## src/rtl/full_adder_pkg.sv

```systemverilog
// full_adder_pkg
//   Shared constants for the full_adder slice.
//   CNT_W_DEFAULT : default width of the carry-event counter.
//   cnt_max(w)    : largest value a w-bit counter can hold (2^w - 1),
//                   used as the saturation point of carry_cnt.
package full_adder_pkg;

  localparam int CNT_W_DEFAULT = 8;

  function automatic int cnt_max(input int w);
    return (1 << w) - 1;
  endfunction

endpackage

```

## src/rtl/full_adder_half_adder.sv

```systemverilog
// half_adder
//   Single-bit half adder, purely combinational.
//   Ports:
//     a, b  : addend bits
//     sum   : a ^ b
//     carry : a & b
module half_adder (
  input  logic a,
  input  logic b,
  output logic sum,
  output logic carry
);

  assign sum   = a ^ b;
  assign carry = a & b;

endmodule

```

## src/rtl/full_adder.sv

```systemverilog
// full_adder
//   One-bit full adder with a registered output stage, a saturating
//   counter of carry-out cycles and a sticky arithmetic self-check.
//   Parameter:
//     CNT_W     : width of carry_cnt (2..16)
//   Ports:
//     clk       : rising-edge clock for all registers
//     rst       : synchronous active-high reset
//     a, b, cin : addend bits and carry-in
//     sum, cout : combinational sum / carry-out (independent of clk, rst)
//     sum_q     : sum registered, one cycle of latency
//     cout_q    : cout registered, one cycle of latency
//     carry_cnt : number of edges seen with cout_q = 1, saturating at 2^CNT_W-1
//     err       : set when {cout,sum} disagrees with a+b+cin, held until reset
module full_adder
  import full_adder_pkg::*;
#(
  parameter int CNT_W = CNT_W_DEFAULT
) (
  input  logic             clk,
  input  logic             rst,
  input  logic             a,
  input  logic             b,
  input  logic             cin,
  output logic             sum,
  output logic             cout,
  output logic             sum_q,
  output logic             cout_q,
  output logic [CNT_W-1:0] carry_cnt,
  output logic             err
);

  localparam logic [CNT_W-1:0] CNT_MAX = CNT_W'(cnt_max(CNT_W));

  logic ab_sum;
  logic ab_carry;
  logic sc_carry;

  // Classic two-half-adder decomposition: the first adds a and b, the
  // second folds in cin; either stage producing a carry yields cout.
  half_adder u_ha_ab (
    .a     (a),
    .b     (b),
    .sum   (ab_sum),
    .carry (ab_carry)
  );

  half_adder u_ha_cin (
    .a     (ab_sum),
    .b     (cin),
    .sum   (sum),
    .carry (sc_carry)
  );

  assign cout = ab_carry | sc_carry;

  // Independent arithmetic reference for the self-check. With X/Z on an
  // input the inequality evaluates to X, and an X condition does not take
  // the branch below, so unknown inputs never set err.
  logic [1:0] ref_val;
  logic       mismatch;

  assign ref_val  = {1'b0, a} + {1'b0, b} + {1'b0, cin};
  assign mismatch = (ref_val != {cout, sum});

  always_ff @(posedge clk) begin
    if (rst) begin
      sum_q     <= 1'b0;
      cout_q    <= 1'b0;
      carry_cnt <= '0;
      err       <= 1'b0;
    end else begin
      sum_q  <= sum;
      cout_q <= cout;
      // Counts on the registered carry, so a carry appears in the count
      // one edge after it appears on cout_q.
      if (cout_q && (carry_cnt != CNT_MAX)) begin
        carry_cnt <= carry_cnt + CNT_W'(1);
      end
      if (mismatch) begin
        err <= 1'b1;
      end
    end
  end

endmodule

```

## config.mk

```make
export PLATFORM = sky130hd
export DESIGN_NAME = full_adder
export DESIGN_NICKNAME = d
export VERILOG_FILES = /design/src/rtl/full_adder_pkg.sv /design/src/rtl/full_adder_half_adder.sv /design/src/rtl/full_adder.sv
export SDC_FILE = /design/constraint.sdc
export NUM_CORES = 1
export LEC_CHECK = 0
export CORE_AREA = 2 2 39 41
export CTS_BUF_LIST = sky130_fd_sc_hd__clkbuf_8
export DETAILED_ROUTE_END_ITERATION = 10
export DIE_AREA = 0 0 41 43
export GPL_ROUTABILITY_DRIVEN = 0
export HOLD_SLACK_MARGIN = 0.02
export PLACE_DENSITY = 0.67
export SETUP_SLACK_MARGIN = 0.02
export SLEW_MARGIN = 40
export SYNTH_ARGS = -nofsm -noshare
export SYNTH_HDL_FRONTEND = slang
export SYNTH_SLANG_ARGS = --single-unit
```

## constraint.sdc

```tcl
create_clock -name clk -period 2.36 [get_ports clk]
set_input_delay 0.236 -clock clk [delete_from_list [all_inputs] [get_ports clk]]
set_output_delay 0.236 -clock clk [all_outputs]
set_load 0.005 [all_outputs]
```

**Word-level counts from Yosys, hierarchy flattened**

Cells that the tools add are included.

- Bits in registers: 11
- Word-level logic and storage cells: 15
- Output and inout port bits: 13

- Eq/ne operators: 2
- Bitwise gates (word level): 5
- Add/sub/neg operators: 3
- Reductions and logical operators: 1

Operators with widths:

| operator | number |
|---|---|
| adder 8 x 1 -> 8 bit, second input constant | 1 |
| != test 8 bit, second input constant | 1 |
| adder 1 x 1 -> 2 bit | 1 |
| adder 2 x 1 -> 2 bit | 1 |
| bitwise AND 1 bit | 2 |
| != test 2 bit | 1 |
| XOR 1 bit | 2 |
| logical AND 1 bit | 1 |
| OR 1 bit | 1 |

**Logic depth before layout (Yosys ltp)**

- Depth after elaboration: 4
- Gate-level depth with buffers: 5
- Mapped depth without buffers: 4

**Modules after synthesis**

From an unflattened synthesis, not the netlist that was laid out.

- Cells, all modules: 59
- Area, all modules: 590.6 um^2

By module, submodules not included:

| module | area each (um^2) | cells each | sequential area each (um^2) | instances |
|---|---|---|---|---|
| full_adder | 565.5 | 57 | 220.2 | 1 |
| half_adder | 12.5 | 1 | 0.0 | 2 |

**Worst setup path before layout**

OpenSTA, ideal clock, no wires.

- Path type: reg-to-reg
- Start: register carry_cnt[0]
- End: register carry_cnt[0]
- Data required time: 2.239 ns
- Path slack: 0.872 ns
- Arrival time: 1.367 ns
- Stages on the path, launching flop included: 6
- Path through: dfxtp_1 > ha_1 > and4_1 > buf_4 > a21boi_4 > mux2_4

- Word-level cells in the longest chain between the ends: 2
- Elaborated cells on any way between the ends: 3
- Classes of those cells: add/sub (1); eq/ne (1); reduce/logical (1)

Ends and longest elaborated chain:

| element | RTL line | source |
|---|---|---|
| from (decl) | full_adder.sv:29 | `output logic [CNT_W-1:0] carry_cnt,` |
| from (signal assigned) | full_adder.sv:78 | `carry_cnt <= carry_cnt + CNT_W'(1);` |
| branches (longest 2 deep; another with adder 8 x 1 -> 8 bit) | - |  |

Parallel ways; which one is timed is not known.
A chain may end at the register's enable or synchronous reset.

**Worst setup path after layout**

- Start: input a
- End: output sum

- Word-level cells in the longest chain between the ends: 2

Ends and longest elaborated chain:

| element | RTL line | source |
|---|---|---|
| from (decl) | full_adder.sv:22 | `input logic a,` |
| XOR 1 bit (2 in series) | full_adder_half_adder.sv:14 | `assign sum = a ^ b;` |
| to (decl) | full_adder.sv:25 | `output logic sum,` |

Every way passes these cells.

==> metrics.md <==
| Metric | Value |
|---|---|
| Status | `complete, no violations` |
| Slew Limit Fails | `0` |
| Internal power | `317 µW` |
| IR drop worst, VDD | `0.291 mV` |
| Seq/Total Area, Yosys | `0.391` |
| Top post-synthesis cells by area | `dfxtp_1, nor2b_1, a211oi_1, fa_1, a21boi_4` |
| Initial DRC count | `6` |
| Skew final | `0.000972 ns` |
| Vias per Instance | `5.19` |
| Worst Path Required | `2.12 ns` |
| Distinct cell type count of the synthesized netlist | `27` |
| DR WL/cell | `between 10 and 15 µm` |
| Bufs on Longest Clock Path | `2` |
| Die H | `approximately 43 µm` |
| Hold Crit Class | `reg2reg` |
| Die ar. | `0.00176 mm²` |
| Area of the core | `roughly 0.0014 mm²` |
| Global-route wire length before repair | `around 1700 µm` |
| Clock Power Share | `0.432` |
| RSZ-0062 raised after global routing | `no` |
| Inserted Clock Buffers | `3` |
| Final HPWL from detailed placement | `about 740 µm` |
| CP max stage delay | `between 0.5 and 0.6 ns` |
| # diodes | `0` |
| Final period util | `0.832` |
| Synth warnings | `0` |
| Cell breakdown of the critical path | `clkdlybuf4s50_1 -> fa_1 -> clkdlybuf4s50_1` |
| Reg power frac | `0.453` |
| IO Count | `18` |
| Die width | `41 µm` |
| WL final | `~1000 µm` |
| Clk pin slew, worst setup/hold paths | `about 0.050 ns` |
| Yosys top cell by area | `dfxtp_1` |
| Nets | `76` |
| Final count of negative-setup-slack endpoints | `0` |
| Total track usage | `0.148` |
| Tmin final | `1.96 ns` |
| Number of synthesized register bits | `10` |
| Cell family with most CP delay | `buffers and inverters` |
| Reg2reg setup slack | `0.79 ns` |
| Mapped Nets | `59` |
| Yosys top cell area share | `0.391` |
| Pin count of the biggest net entering global routing | `13` |
| Synth Cell Area | `512 µm²` |
| CP max stage cell | `fa_1` |
| Post-cts sizing count | `0` |
| Number of cell rows | `14` |
| Htree depth | `1` |
| Fmax | `509 MHz` |
| Root Buffer Master | `clkbuf_8` |
| Commonest cells after routing, fill and taps aside | `clkdlybuf4s50_1, dfxtp_1, nor2b_1` |
| Peak fanout along the critical path | `2` |
| # fillers | `138` |
| Switching Power | `81.5 µW` |
| Initial core utilization | `0.370` |
| CTS Hold Buffers Added | `0` |
| Combinational Power Share | `0.115` |
| Switching share of total power | `0.204` |
| Post-synthesis average cell area | `9.84 µm²` |
| Antenna violations before repair | `0` |
| Pre-antenna DRT Iters | `4` |
| Hold slack | `around 0.53 ns` |
| Share of layout cells above drive strength 1 | `0.104` |
| Routed Antenna Nets | `0` |
| Crit-path most repeated cell | `clkdlybuf4s50_1` |
| Vias in the first global route | `397` |
| Crit path buf inv count | `2` |
| TNS Setup | `0 ns` |
| Sink Count | `10` |
| Commonest non-fill, non-tap cell in the layout | `clkdlybuf4s50_1` |
| Worst skew pair latency | `0.23 ns` |
| Post-CTS Setup Bufs | `0` |
| Startpoint class of the critical path | `input port` |
| PD cells | `562 mW/mm²` |
| CTS tree | `done` |
| CP Class | `in2out` |
| Gr ovfl total | `0` |
| Area grow syn2layout | `38.6%` |
| Port Buffers | `16` |
| Post-Synthesis Cells | `52` |
| WP data arrival | `1.73 ns` |
| Final hold violation count | `0` |
| Pleak | `0.254 nW` |
| Max Cap Viol | `0` |
| # DRC | `0` |
| Critical path capture point type | `output port` |
| Via count | `roughly 430` |
[layer usage]
layer,global-route usage,up-vias,wire [µm]
met5,0,-,0
met4,0.140,0,19
met3,0.0314,2,41
met2,0.181,10,472
met1,0.201,195,510
li1,-,224,-
[Yosys cell counts]
cell and count:
a211oi_2 1, nor2b_1 4, conb_1 1, nor3_1 3
nand4_1 2, a31oi_1 2, a21boi_4 1, clkbuf_1 1
buf_2 1, nand2_1 1, ha_1 1, buf_4 2
nor4b_1 1, nand3_1 1, a211oi_1 3, mux2_4 1
nand2b_1 2, nor2_1 2, a41oi_1 1, and4_1 2
mux2i_1 1, and4bb_2 1, inv_1 1, fa_1 1
dfxtp_1 10, a21oi_1 3, and3_1 2
[power by group through the flow]
stage | logic (mW) | registers (mW) | clock network (mW)
after floorplan | 0.0196 | 0.183 | 0
after global placement | 0.0457 | 0.184 | 0
after detailed placement | 0.0462 | 0.184 | 0
after CTS | 0.0464 | 0.181 | 0.180
after global routing | 0.0496 | 0.181 | 0.190
final | 0.0459 | 0.181 | 0.172
[metrics by stage]
| step | cell area (µm²) | total power, mW | std cells | worst slack [ns] | utilization |
|---|---|---|---|---|---|
| floorplan | 512 | 0.203 | 52 | 0.872 | - |
| global placement | 668 | 0.229 | 80 | 0.410 | 0.483 |
| detailed placement | 668 | 0.230 | 80 | 0.393 | 0.483 |
| CTS | 709 | 0.407 | 83 | 0.393 | 0.513 |
| global route | 709 | 0.421 | 83 | 0.360 | 0.513 |
| finish | 709 | 0.399 | 83 | 0.396 | 0.513 |
[tightest hold or removal path: cells and delay by family, from the launching register on]
kind	cells	cell delay, ns
simple gates	1	0.08
flops	1	0.34
mux	1	0.06
[path summary, 6_finish.rpt]
check / start / to / cells past startpoint
max: a / sum / 3
min: carry_cnt[1] / carry_cnt[1] / 2
max reg2reg: carry_cnt[0] / carry_cnt[0] / 4
min reg2reg: carry_cnt[1] / carry_cnt[1] / 2
[kinds of logic after synthesis]
family          synth area share
simple gates               0.259
compound gates             0.176
flops                      0.391
fa+ha+maj                 0.0636
other cells              0.00733
mux                       0.0489
buf+inv                   0.0538
[final cells by class]
type | instances | area [µm²] | share of cell area
clock buffer | 3 | 41.3 | 0.0582
inverter | 1 | 3.75 | 0.00529
timing repair buffer | 16 | 160 | 0.226
sequential | 10 | 200 | 0.282
tap | 16 | 20.0 | 0.0282
multi-input combinational | 37 | 284 | 0.400
[registers in the layout (all words and copies together), names as in the netlist]
signal and count:
carry_cnt 8, cout_q 1, sum_q 1
No activity file was read; power rests on OpenSTA's default activity.
